===== src/rtl/mmm_pkg.sv =====
// Shared definitions for the Montgomery multiplier sequencer.
package mmm_pkg;

  // Default operand width, which is also the number of MMM iterations.
  localparam int MMM_WIDTH = 10;

  // Sequencer states.
  typedef enum logic [2:0] {
    IDLE,
    CLEAR,
    LOAD,
    ITER,
    SUB,
    DONE
  } mmm_state_t;

  // Width of the bit counter. The result is never below 1, so small widths
  // still produce a legal vector.
  function automatic int mmm_cnt_w(input int width);
    return (width < 2) ? 1 : $clog2(width);
  endfunction

endpackage


===== src/rtl/mmm_bit_cnt.sv =====
// Bit counter for the MMM sequencer. This is a clearable, gated up-counter
// that raises tc_o at WIDTH-1 and then holds there, so it never wraps.
module mmm_bit_cnt
  import mmm_pkg::*;
#(
  parameter int WIDTH = MMM_WIDTH,
  parameter int CW    = mmm_cnt_w(MMM_WIDTH)
) (
  input  logic          clk,
  input  logic          rstb,
  input  logic          clr,
  input  logic          inc,
  output logic [CW-1:0] cnt_o,
  output logic          tc_o
);

  logic [CW-1:0] cnt_q;

  assign tc_o  = (cnt_q == CW'(WIDTH - 1));
  assign cnt_o = cnt_q;

  // Count register: clear has priority over increment, and the count
  // saturates at the terminal value.
  always_ff @(posedge clk or negedge rstb) begin
    // NOTE: sequential state uses non-blocking assignments so that every
    // register samples the values from before the edge.
    if (!rstb) begin
      cnt_q <= '0;
    end else if (clr) begin
      cnt_q <= '0;
    end else if (inc && !tc_o) begin
      cnt_q <= cnt_q + 1'b1;
    end
  end

endmodule


===== src/rtl/mmm_seq.sv =====
// Sequencer for the bit-serial Montgomery modular multiplier.
// The optional final conditional subtraction state is compiled in when the
// macro MMM_FINAL_SUB_EN is defined. Without it, ITER goes straight to DONE
// and sub_o is tied low.
module mmm_seq
  import mmm_pkg::*;
#(
  parameter int WIDTH = MMM_WIDTH
) (
  input  logic                         clk,
  input  logic                         rstb,
  input  logic                         en,
  input  logic                         start_i,
  input  logic                         abort_i,
  input  logic                         src_sel_i,
  input  logic                         ge_i,
  output logic                         rst_mmm_o,
  output logic                         ld_r_o,
  output logic                         lock_o,
  output logic                         step_o,
  output logic [mmm_cnt_w(WIDTH)-1:0]  bit_idx_o,
  output logic                         sub_o,
  output logic                         busy_o,
  output logic                         done_o
);

  localparam int CW = mmm_cnt_w(WIDTH);

  mmm_state_t    state_q;
  logic          src_q;
  logic [CW-1:0] cnt;
  logic          cnt_tc;
  logic          cnt_clr;
  logic          cnt_inc;

  // Abort clears the counter regardless of en. CLEAR clears it only on an
  // enabled cycle, so a stall holds the count.
  assign cnt_clr = abort_i || (en && (state_q == CLEAR));
  assign cnt_inc = en && (state_q == ITER);

  mmm_bit_cnt #(
    .WIDTH (WIDTH),
    .CW    (CW)
  ) u_bit_cnt (
    .clk   (clk),
    .rstb  (rstb),
    .clr   (cnt_clr),
    .inc   (cnt_inc),
    .cnt_o (cnt),
    .tc_o  (cnt_tc)
  );

  // State register and latched R source. Abort wins over everything but
  // reset, and en=0 freezes all progress.
  always_ff @(posedge clk or negedge rstb) begin
    if (!rstb) begin
      state_q <= IDLE;
      src_q   <= 1'b0;
    end else if (abort_i) begin
      state_q <= IDLE;
    end else if (en) begin
      case (state_q)
        IDLE: begin
          if (start_i) begin
            state_q <= CLEAR;
            src_q   <= src_sel_i;
          end
        end
        CLEAR: state_q <= LOAD;
        LOAD:  state_q <= ITER;
        ITER: begin
          if (cnt_tc) begin
`ifdef MMM_FINAL_SUB_EN
            state_q <= SUB;
`else
            state_q <= DONE;
`endif
          end
        end
        SUB:     state_q <= DONE;
        DONE:    state_q <= IDLE;
        default: state_q <= IDLE;
      endcase
    end
  end

`ifdef MMM_FINAL_SUB_EN
  logic sub_hit;
  assign sub_hit = (state_q == SUB) && ge_i;
`else
  logic sub_hit;
  logic ge_unused;
  assign sub_hit   = 1'b0;
  assign ge_unused = ge_i;
`endif

  // Moore output decode from the state and counter. The strobes are gated
  // by en, and the abort clear strobe is not.
  always_comb begin
    // NOTE: every output gets a default first so no path can infer a latch.
    rst_mmm_o = 1'b1;
    ld_r_o    = 1'b0;
    lock_o    = 1'b0;
    step_o    = 1'b0;
    sub_o     = 1'b0;
    done_o    = 1'b0;
    bit_idx_o = '0;
    busy_o    = (state_q != IDLE);
    case (state_q)
      CLEAR: rst_mmm_o = !en;
      LOAD: begin
        ld_r_o = en;
        lock_o = src_q;
      end
      ITER: begin
        step_o    = en;
        ld_r_o    = en;
        bit_idx_o = cnt;
      end
      SUB: begin
        sub_o  = en && sub_hit;
        ld_r_o = en && sub_hit;
      end
      DONE:    done_o = en;
      default: ;
    endcase
    if (abort_i) begin
      rst_mmm_o = 1'b0;
    end
  end

endmodule


===== config.mk =====
export PLATFORM = sky130hd
export DESIGN_NAME = mmm_seq
export DESIGN_NICKNAME = d
export VERILOG_FILES = /design/src/rtl/mmm_pkg.sv /design/src/rtl/mmm_bit_cnt.sv /design/src/rtl/mmm_seq.sv
export SDC_FILE = /design/constraint.sdc
export NUM_CORES = 1
export LEC_CHECK = 0
export ABC_AREA = 0
export BUFFER_PORTS_ARGS = -buffer_cell sky130_fd_sc_hd__buf_2
export CAP_MARGIN = 15
export CORE_AREA = 2 2 39 41
export DETAILED_ROUTE_END_ITERATION = 6
export DIE_AREA = 0 0 41 43
export PLACE_DENSITY = 0.65
export REMOVE_ABC_BUFFERS = 1
export SYNTH_ARGS = -nofsm -noshare
export SYNTH_HDL_FRONTEND = slang
export SYNTH_SLANG_ARGS = --single-unit

===== constraint.sdc =====
create_clock -name clk -period 4.76 [get_ports clk]
set_input_delay 0.476 -clock clk [delete_from_list [all_inputs] [get_ports clk]]
set_output_delay 0.476 -clock clk [all_outputs]
set_load 0.03 [all_outputs]

### Word-level counts from Yosys, hierarchy flattened

Cells that the tools add are included.

| operators by class | value |
|---|---|
| shift-type cells | 0 |
| magnitude comparators | 0 |
| $mul | 0 |
| equality and inequality tests | 8 |
| reductions and logical operators | 13 |
| div/mod/pow operators | 0 |
| bitwise operators | 1 |
| multiplexer cells | 14 |
| add/sub/neg operators | 1 |

Operators with widths:

| cell | number |
|---|---|
| 3-bit case mux with 5 select lines | 1 |
| 3-bit two-way mux | 4 |
| 4-bit two-way mux | 3 |
| 3-bit by 2-bit equality test with 1-bit output (second input constant) | 2 |
| 3-bit equality test (second input constant) | 2 |
| 1-bit two-way mux | 6 |
| 4-bit by 1-bit adder with 4-bit output (second input constant) | 1 |
| 4-bit equality test (second input constant) | 1 |
| 4-bit AND reduction | 1 |
| 2-bit nonzero test | 2 |
| 3-bit by 1-bit equality test with 1-bit output (second input constant) | 1 |
| 1-bit logical AND | 3 |
| 3-bit logical NOT | 1 |
| 3-bit by 2-bit != test with 1-bit output (second input constant) | 1 |
| 3-bit != test (second input constant) | 1 |
| 3-bit AND reduction | 1 |
| 3-bit nonzero test | 1 |
| 1-bit logical NOT | 2 |
| 2-bit OR reduction | 1 |
| 1-bit logical OR | 1 |
| 1-bit inverter | 1 |

| storage, ports and cells | value |
|---|---|
| register bits after elaboration | 8 |
| logic and storage cells | 40 |
| output and inout bits | 11 |
| bits in latches | 0 |
| memories kept | 0 |
| RAM bits | 0 |
| bits in read-only memories | 0 |
| bits of input ports | 7 |

### Depth between registers and ports, before layout

Gate-level depths: netlist (run 1).

| depth | value |
|---|---|
| depth after elaboration | 5 |
| gate-level depth with buffers | 5 |
| depth with buffers taken out | 5 |

### Cells and area by module

A second synthesis (run 1) with hierarchy kept.

| unflattened totals | value |
|---|---|
| cell total of the unflattened synthesis | 63 |
| area, all modules | 541.8 um2 |

Modules (own cells, without submodules):

| module | cells an instance | seq. area each (um2) | instances | area an instance (um2) |
|---|---|---|---|---|
| mmm_seq | 40 | 100.1 | 1 | 310.3 |
| mmm_bit_cnt | 23 | 100.1 | 1 | 231.5 |

### Least setup slack after synthesis (run 1)

OpenSTA, ideal clock, no wires.

| timing | value |
|---|---|
| path type | register to output |
| from | register state_q[1] |
| to | output lock_o |
| stages on the path, launching flop included | 4 |
| buffers on the path | 0 |
| required time | 4,284 ps |
| arrival | 1,497 ps |
| slack | 2,787 ps |
| cells stage by stage | dfrtp_1 -> nor2b_1 -> inv_1 -> nor3b_1 |

| on the way | value |
|---|---|
| word-level cells in the longest chain between the ends | 2 |

RTL lines:

| element | RTL line | text |
|---|---|---|
| start, declared | mmm_seq.sv:29 | `mmm_state_t state_q;` |
| start signal, assigned | mmm_seq.sv:57 | `state_q <= IDLE;` |
| start signal, assigned | mmm_seq.sv:60 | `state_q <= IDLE;` |
| start signal, assigned | mmm_seq.sv:65 | `state_q <= CLEAR;` |
| 3-bit by 2-bit equality test with 1-bit output | mmm_seq.sv:109 | `case (state_q)` |
| 1-bit two-way mux | mmm_seq.sv:109 |  |
| end, declared | mmm_seq.sv:19 | `output logic lock_o,` |

Every way passes these cells.

### Worst setup path after layout (run 1)

| timing | value |
|---|---|
| from | register state_q[0] |
| to | output rst_mmm_o |

| on the way | value |
|---|---|
| word-level cells in the longest chain between the ends | 3 |

RTL lines:

| element | RTL line | text |
|---|---|---|
| 3-bit by 1-bit equality test with 1-bit output | mmm_seq.sv:109 |  |
| 1-bit two-way mux | mmm_seq.sv:109 |  |
| 1-bit two-way mux | mmm_seq.sv:127 | `if (abort_i) begin` |
| end, declared | mmm_seq.sv:17 | `output logic rst_mmm_o,` |

Every way passes these cells.

==> impl_results.md, run 1 <==
- Number of synthesized register bits: 8
- Clock slew at reported path FFs: 50 ps
- Remaining DRCs: 0
- Last weighted congestion value of the routability-driven placer: 0.674
- Number of port buffers: 15
- Post-DP HPWL: 862 um
- Total gr overflow: 0
- Commonest cells after routing, fill and taps aside: sky130_fd_sc_hd__buf_2 (15), sky130_fd_sc_hd__dfrtp_1 (8), sky130_fd_sc_hd__o21ai_0 (6), sky130_fd_sc_hd__a21oi_1 (6), sky130_fd_sc_hd__inv_1 (5)
- Clk sink count: 8
- Overall track demand over capacity in global routing: 16.0%
- Fmax: 476 MHz
- Die X: 41 um
- Highest ir drop seen on vdd: 0.0953 mV
- Layout Skew: 2.89 ps
- First-pass iteration count of the detailed router: 2
- Data arrival time of the critical path: 1620 ps
- Height of the die: 43 um
- Critical path peak fanout: 14
- Antenna violations before repair: 0
- Leading cell type in the layout, fill and taps excluded: sky130_fd_sc_hd__buf_2
- Proportion of layout cells with a drive suffix above 1: 31.1%
- Warning count from the yosys run: 0
- Detailed-route vias per instance: 5.43
- Nets: 85
- Hold Fails Final Rpt: 0
- Synthesis-to-layout area growth: 19.3%
- Number of enable-type register cells in the synthesized netlist: 0
- Post-CTS setup repair buffer count: 0
- Required time reported for the critical path endpoint: 4280 ps
- Count of standard-cell rows: 14
- Maximum number of pins on one net before global-route repair: 15
- Die area: 0.00176 mm2
- Library cell used as clock root buffer: sky130_fd_sc_hd__clkbuf_4
- Worst hold margin: 55.5 ps
- Htree depth: 1
- Crit path time final: 2100 ps
- Path type of the worst min-delay path: input port to asynchronous set/reset pin
- I/O pin total: 18
- Leakage power figure: 0.325 nW
- Starting density of the core: 37.9%
- Final setup fails: 0
- Mean area per synthesized cell: 8.89 um2
- Final Worst Setup Slack: 2660 ps
- Clock latency on the worst-skew pair: 250 ps
- Critical path launch point type: flop
- Fraction of the cycle the final worst path needs: 44.1%
- Overall power after layout: 153 uW
- Worst slack at placement: 2850 ps
- Average wire length per cell after detail routing: 12.8 um
- Type of the setup path with the least slack: flop to output port
- MaxCap Viol Count: 0
- Wirelength, routed: 1.15 mm
- Setup repair after global routing missed its margin: no
- Kind of end point of the critical path: output port
- Library cells used by synthesis: 28
- Gate count of the mapped netlist: 59
- # hold bufs at CTS: 0
- Count of inserted antenna diode cells: 0
- Sum of negative setup slack: 0 ps
- Antenna Violating Nets Remaining: 0
- CTS tree: built
- Number of buffers created by CTS: 3
- Async S/R FF share, synth: 100%
- Via count of the first global-routing pass: 414
- Count of cells resized by post-cts repair: 0
- Register area share after synthesis: 38.2%
- Count of pins over their slew limit: 0
- Placeable Area: 0.00138 mm2
- Number of buffers on the longest clock path: 2
- Cell area power density: 244 mW/mm2
- Via count: 489
- Wire length of the first global-routing pass: 1.87 mm
- Post-Synthesis Cell Area: 524 um2
- Post-synth top flop: sky130_fd_sc_hd__dfrtp_1
- Iter 0 DRT Violations: 4
- Run status: finished, final reports clean
-- cell type report --
cell class	count	area (um2)
multi-input cells	43	289
well taps	16	20.0
clock buffers	3	22.5
flip-flops and latches	8	200
repair buffers	15	75.1
fillers	149	758
inverters	5	18.8
-- registers in the layout (all words and copies together), names as in the netlist --
| register | count |
|---|---|
| u_bit_cnt.cnt_o | 4 |
| state_q | 3 |
| src_q | 1 |
-- kinds of logic after synthesis --
kind of cell    after synthesis  share of synthesized area (%)
simple gates                 23                           29.1
compound gates               16                           17.7
buf+inv                       8                           6.68
flops                         8                           38.2
fa+ha+maj                     2                           4.77
mux                           1                           2.86
other cells                   1                          0.715
-- through the flow --
| stage | instance area, um2 | cells | utilization, % |
|---|---|---|---|
| after floorplan | 508 | 56 | - |
| after global placement | 603 | 87 | 43.6 |
| after detailed placement | 603 | 87 | 43.6 |
| after CTS | 626 | 90 | 45.2 |
| after global routing | 626 | 90 | 45.2 |
| final | 626 | 90 | 45.2 |
-- cells in the mapped netlist, types with 2 or more instances --
cell / number / area (um2)
sky130_fd_sc_hd__nand3_1: 2 / 10.0
sky130_fd_sc_hd__inv_1: 5 / 18.8
sky130_fd_sc_hd__nor2_1: 3 / 11.3
sky130_fd_sc_hd__or3_1: 4 / 25.0
sky130_fd_sc_hd__o21ai_0: 6 / 30.0
sky130_fd_sc_hd__a21oi_1: 6 / 30.0
sky130_fd_sc_hd__dfrtp_1: 8 / 200
sky130_fd_sc_hd__ha_1: 2 / 25.0
sky130_fd_sc_hd__and3_1: 4 / 25.0
-- path summary, 6_finish.rpt --
path / startpoint / end / slack, ps / depth (start not counted)
worst min-delay path: rstb / u_bit_cnt.cnt_o[2]$_DFFE_PN0P_ / 60 / 1
min in group clk: abort_i / state_q[2]$_DFFE_PN0P_ / 430 / 2
max in group asynchronous: rstb / src_q$_DFFE_PN0P_ / 4530 / 1
worst max-delay path: state_q[0]$_DFFE_PN0P_ / rst_mmm_o / 2660 / 4
worst max register to register: state_q[0]$_DFFE_PN0P_ / src_q$_DFFE_PN0P_ / 3010 / 3
worst min register to register: src_q$_DFFE_PN0P_ / src_q$_DFFE_PN0P_ / 500 / 1
-- worst max-delay path, stage by stage, from the launching register on --
cell and delay [ps]:
sky130_fd_sc_hd__dfrtp_1 510, sky130_fd_sc_hd__and4bb_2 290, sky130_fd_sc_hd__or2_2 320, sky130_fd_sc_hd__inv_1 60, sky130_fd_sc_hd__buf_2 180
-- layer usage --
metal,vias to the layer above,wire length [um],track usage [%],part of all wire (%)
li1,242,-,-,-
met1,234,508,20.1,44
met2,11,581,22.8,50
met3,2,52,3.14,4.5
met4,0,10,12.0,0.87
met5,-,0,0,0
-- power breakdown --
group	internal [mW]	switching [mW]
combinational	0.0112	0.0144
clock	0.0288	0.0227
sequential	0.0714	0.00442
No activity file was read; power rests on OpenSTA's default activity.
==> run 2, diff against run 1 <==
Settings changed: ABC_AREA 0 to 1, CORE_AREA 2 2 39 41 to unset, CORE_UTILIZATION set to 44, DIE_AREA 0 0 41 43 to unset, PLACE_DENSITY 0.65 to 0.72.
Clock period 4.76 ns to 1.9 ns, I/O delays scaled along.
==> run 2 against run 1 <==
Via count up 20%. Sequential power rose to 2.9 times the previous value. Critical path depth up 1. Die area down 13%.
==> impl_results.md, run 2 <==
- Placeable Area: 0.00128 mm2 (was 0.00138 mm2)
- Last weighted congestion value of the routability-driven placer: 0.700 (was 0.674)
- Clock slew at reported path FFs: 50 ps (about the same)
- Clock power share: 22.5% (was 33.7%)
- Worst hold margin: 211 ps (was 55.5 ps)
- Data arrival time of the critical path: 1350 ps (was 1620 ps)
- Source of the critical timing path: state_q[1]$_DFFE_PN0P_ (was state_q[0]$_DFFE_PN0P_)
- Hold Fails Final Rpt: 0 (unchanged)
- Average wire length per cell after detail routing: 9.01 um (was 12.8 um)
- Overall track demand over capacity in global routing: 18.0% (was 16.0%)
- Proportion of layout cells with a drive suffix above 1: 22.0% (was 31.1%)
- Slowest cell on crit path: sky130_fd_sc_hd__dfrtp_1 (unchanged)
- Via count of the first global-routing pass: 457 (was 414)
- Async S/R FF share, synth: 100% (unchanged)
- Length in cells of the worst reg-to-reg path: 7 (was 3)
- Max FFs per register: 4 (unchanged)
- Warning count from the yosys run: 0 (unchanged)
- Number of enable-type register cells in the synthesized netlist: 0 (unchanged)
- Count of pins over their slew limit: 0 (unchanged)
- Critical path launch point type: flop (unchanged)
- Sw Share: 38.7% (was 27.1%)
- Clock latency on the worst-skew pair: 240 ps (was 250 ps)
- Library cells used by synthesis: 18 (was 28)
- Terminus of the critical flop-to-flop path: u_bit_cnt.cnt_o[0]$_DFFE_PN0P_ (was src_q$_DFFE_PN0P_)
- Number of synthesized register bits: 8 (unchanged)
- Wirelength, routed: 1.12 mm (was 1.15 mm)
- Kind of end point of the critical path: output port (unchanged)
- I/O pin total: 18 (unchanged)
- Post-DP HPWL: 932 um (was 862 um)
- Iter 0 DRT Violations: 4 (unchanged)
- Fmax: 651 MHz
- Count of inserted antenna diode cells: 0 (unchanged)
- Leading cell type in the layout, fill and taps excluded: sky130_fd_sc_hd__nand2_1 (was sky130_fd_sc_hd__buf_2)
- Largest cells by area after synthesis: sky130_fd_sc_hd__dfrtp_1 (33%), sky130_fd_sc_hd__nand2_1 (13%), sky130_fd_sc_hd__inv_1 (9.3%), sky130_fd_sc_hd__nor2_1 (9.3%), sky130_fd_sc_hd__nand3_1 (9.1%) (was sky130_fd_sc_hd__dfrtp_1 (38%), sky130_fd_sc_hd__a21oi_1 (5.7%), sky130_fd_sc_hd__o21ai_0 (5.7%), sky130_fd_sc_hd__and3_1 (4.8%), sky130_fd_sc_hd__ha_1 (4.8%))
- Count of cells resized by post-cts repair: 0 (unchanged)
- Register area share after synthesis: 33.0% (was 38.2%)
- Type of the setup path with the least slack: flop to output port (unchanged)
- Antenna Violating Nets Remaining: 0 (unchanged)
- Synthesis-to-layout area growth: 19.6% (was 19.3%)
- Internal Dissipation: 324 uW (was 111 uW)
- Remaining DRCs: 0 (unchanged)
- Clk sink count: 8 (unchanged)
- Area share of the largest cell type after synthesis: 33.0% (was 38.2%)
- Run status: finished, final reports clean (unchanged)
- Part of the total power dissipated in combinational logic: 36.6% (was 16.7%)
- Fraction of power consumed by sequential logic: 40.9% (was 49.6%)
- CP Cell Sequence: inv_1 > nand2_1 > nor2_1 > a21oi_4 > buf_2 (was and4bb_2 > or2_2 > inv_1 > buf_2)
- R2R setup slack: 610 ps (was 3010 ps)
- Fraction of the cycle the final worst path needs: 80.9%
- Gate count of the mapped netlist: 91 (was 59)
- End-of-flow core utilization: 56.5% (was 45.2%)
- Wire length of the first global-routing pass: 1.82 mm (was 1.87 mm)
- Library cell used as clock root buffer: sky130_fd_sc_hd__clkbuf_4 (unchanged)
- Die area: 0.00153 mm2 (was 0.00176 mm2)
- Switching Power: 205 uW (was 41.5 uW)
- Sum of negative setup slack: 0 ps (unchanged)
- Library cell occupying the most area in the post-synthesis netlist: sky130_fd_sc_hd__dfrtp_1 (unchanged)
- Capture point of the critical path: rst_mmm_o (unchanged)
- Layout Skew: 4.61 ps (was 2.89 ps)
- Starting density of the core: 47.2% (was 37.9%)
- Largest stage delay on the critical path: 430 ps (was 510 ps)
- Critical path peak fanout: 6 (was 14)
- Highest ir drop seen on vdd: 0.326 mV (was 0.0953 mV)
- Detailed-route vias per instance: 4.75 (was 5.43)
- Number of port buffers: 15 (unchanged)
- Via count: 589 (was 489)
- Leakage power figure: 0.426 nW (was 0.325 nW)
- First-pass iteration count of the detailed router: 4 (was 2)
- Maximum number of pins on one net before global-route repair: 9 (was 15)
- Post-route cell area: 726 um2 (was 626 um2)
- Htree depth: 1 (unchanged)
- Setup repair after global routing missed its margin: no (unchanged)
- Total gr overflow: 0 (unchanged)
- Number of buffers on the longest clock path: 2 (unchanged)
- Required time reported for the critical path endpoint: 1710 ps (was 4280 ps)
- Final setup fails: 0 (unchanged)
- Height of the die: 39.1 um (was 43 um)
- Most frequent cells after synthesis: sky130_fd_sc_hd__nand2_1 (21), sky130_fd_sc_hd__inv_1 (15), sky130_fd_sc_hd__nor2_1 (15) (was sky130_fd_sc_hd__dfrtp_1 (8), sky130_fd_sc_hd__a21oi_1 (6), sky130_fd_sc_hd__o21ai_0 (6))
- Cell area power density: 729 mW/mm2 (was 244 mW/mm2)
- Number of buffers created by CTS: 3 (unchanged)
- MaxCap Viol Count: 0 (unchanged)
- Post-Synthesis Cell Area: 607 um2 (was 524 um2)
- Commonest cells after routing, fill and taps aside: sky130_fd_sc_hd__nand2_1 (21), sky130_fd_sc_hd__inv_1 (15), sky130_fd_sc_hd__nor2_1 (15), sky130_fd_sc_hd__buf_2 (15), sky130_fd_sc_hd__nand3_1 (11) (was sky130_fd_sc_hd__buf_2 (15), sky130_fd_sc_hd__dfrtp_1 (8), sky130_fd_sc_hd__o21ai_0 (6), sky130_fd_sc_hd__a21oi_1 (6), sky130_fd_sc_hd__inv_1 (5))
- Path type of the worst min-delay path: input port to flop (was input port to asynchronous set/reset pin)
- Overall power after layout: 529 uW (was 153 uW)
- Crit path time final: 1540 ps
- Top-count cell post-synth: sky130_fd_sc_hd__nand2_1 (was sky130_fd_sc_hd__dfrtp_1)
- CTS tree: built (unchanged)
- Nets: 120 (was 85)
- Post-synth top flop: sky130_fd_sc_hd__dfrtp_1 (unchanged)
- Mean area per synthesized cell: 6.67 um2 (was 8.89 um2)
- Count of standard-cell rows: 13 (was 14)
- DP Area: 693 um2 (was 603 um2)
- Die X: 39.1 um (was 41 um)
- Reg2Reg Launch Point: u_bit_cnt.cnt_o[0]$_DFFE_PN0P_ (was state_q[0]$_DFFE_PN0P_)
- Antenna violations before repair: 0 (unchanged)
==> run 2: metal layers <==
layer	track usage (%)	vias to the layer above	share of wire [%]
li1	-	324	-
met1	24.6	246	51
met2	25.8	17	44
met3	1.73	2	4.1
met4	12.9	0	1.1
met5	0	-	0
==> run 2: per-stage QoR <==
step	worst slack, ps	cells
6_report	363	124
5_1_grt	264	124
4_1_cts	357	124
3_5_place_dp	623	120
3_3_place_gp	622	120
2_1_floorplan	486	90
==> run 2: worst min path at each step <==
stage                          from                      to  cells past startpoint
after global placement         rstb       src_q$_DFFE_PN0P_                      1
after floorplan                rstb       src_q$_DFFE_PN0P_                      0
final                     src_sel_i       src_q$_DFFE_PN0P_                      3
after CTS                 src_sel_i       src_q$_DFFE_PN0P_                      3
after detailed placement       rstb  state_q[1]$_DFFE_PN0P_                      1
after global routing      src_sel_i       src_q$_DFFE_PN0P_                      3
==> run 2: cells by family after synthesis <==
kind of cell	after synthesis	share of synthesized area, %
AOI/OAI and AO/OA	5	5.98
buffers and inverters	17	11.1
other	1	0.618
and+or+nand+nor	57	43.7
DFF	8	33.0
xor gates and xnor gates	1	1.44
adders and majority gates	2	4.12
==> run 2: timing repair <==
| action | CTS | global route |
|---|---|---|
| hold endpoints to repair | 8 | 0 |
| hold buffers | 1 | 0 |
| buffers inserted | 0 | 0 |
==> run 2: layout make-up <==
cell class                 count  area, um2
multi-input combinational     66        339
clock buffer                   3       22.5
fill                         127        559
sequential                     8        200
timing repair buffer          16       85.1
inverter                      16       60.1
tap                           15       18.8
==> run 2: critical path: cells and delay by family (launching register included) <==
family	cells	cell delay, ps
flip-flops	1	430
AND/OR/NAND/NOR	2	270
buffers and inverters	2	300
AO/OA/AOI/OAI	1	100
==> run 2: power by group through the flow <==
stage,registers (mW),clock network [mW],logic [mW]
global placement,0.218,0,0.191
global route,0.219,0.145,0.220
floorplan,0.213,0,0.148
CTS,0.216,0.127,0.196
finish,0.217,0.119,0.194
detailed placement,0.220,0,0.193
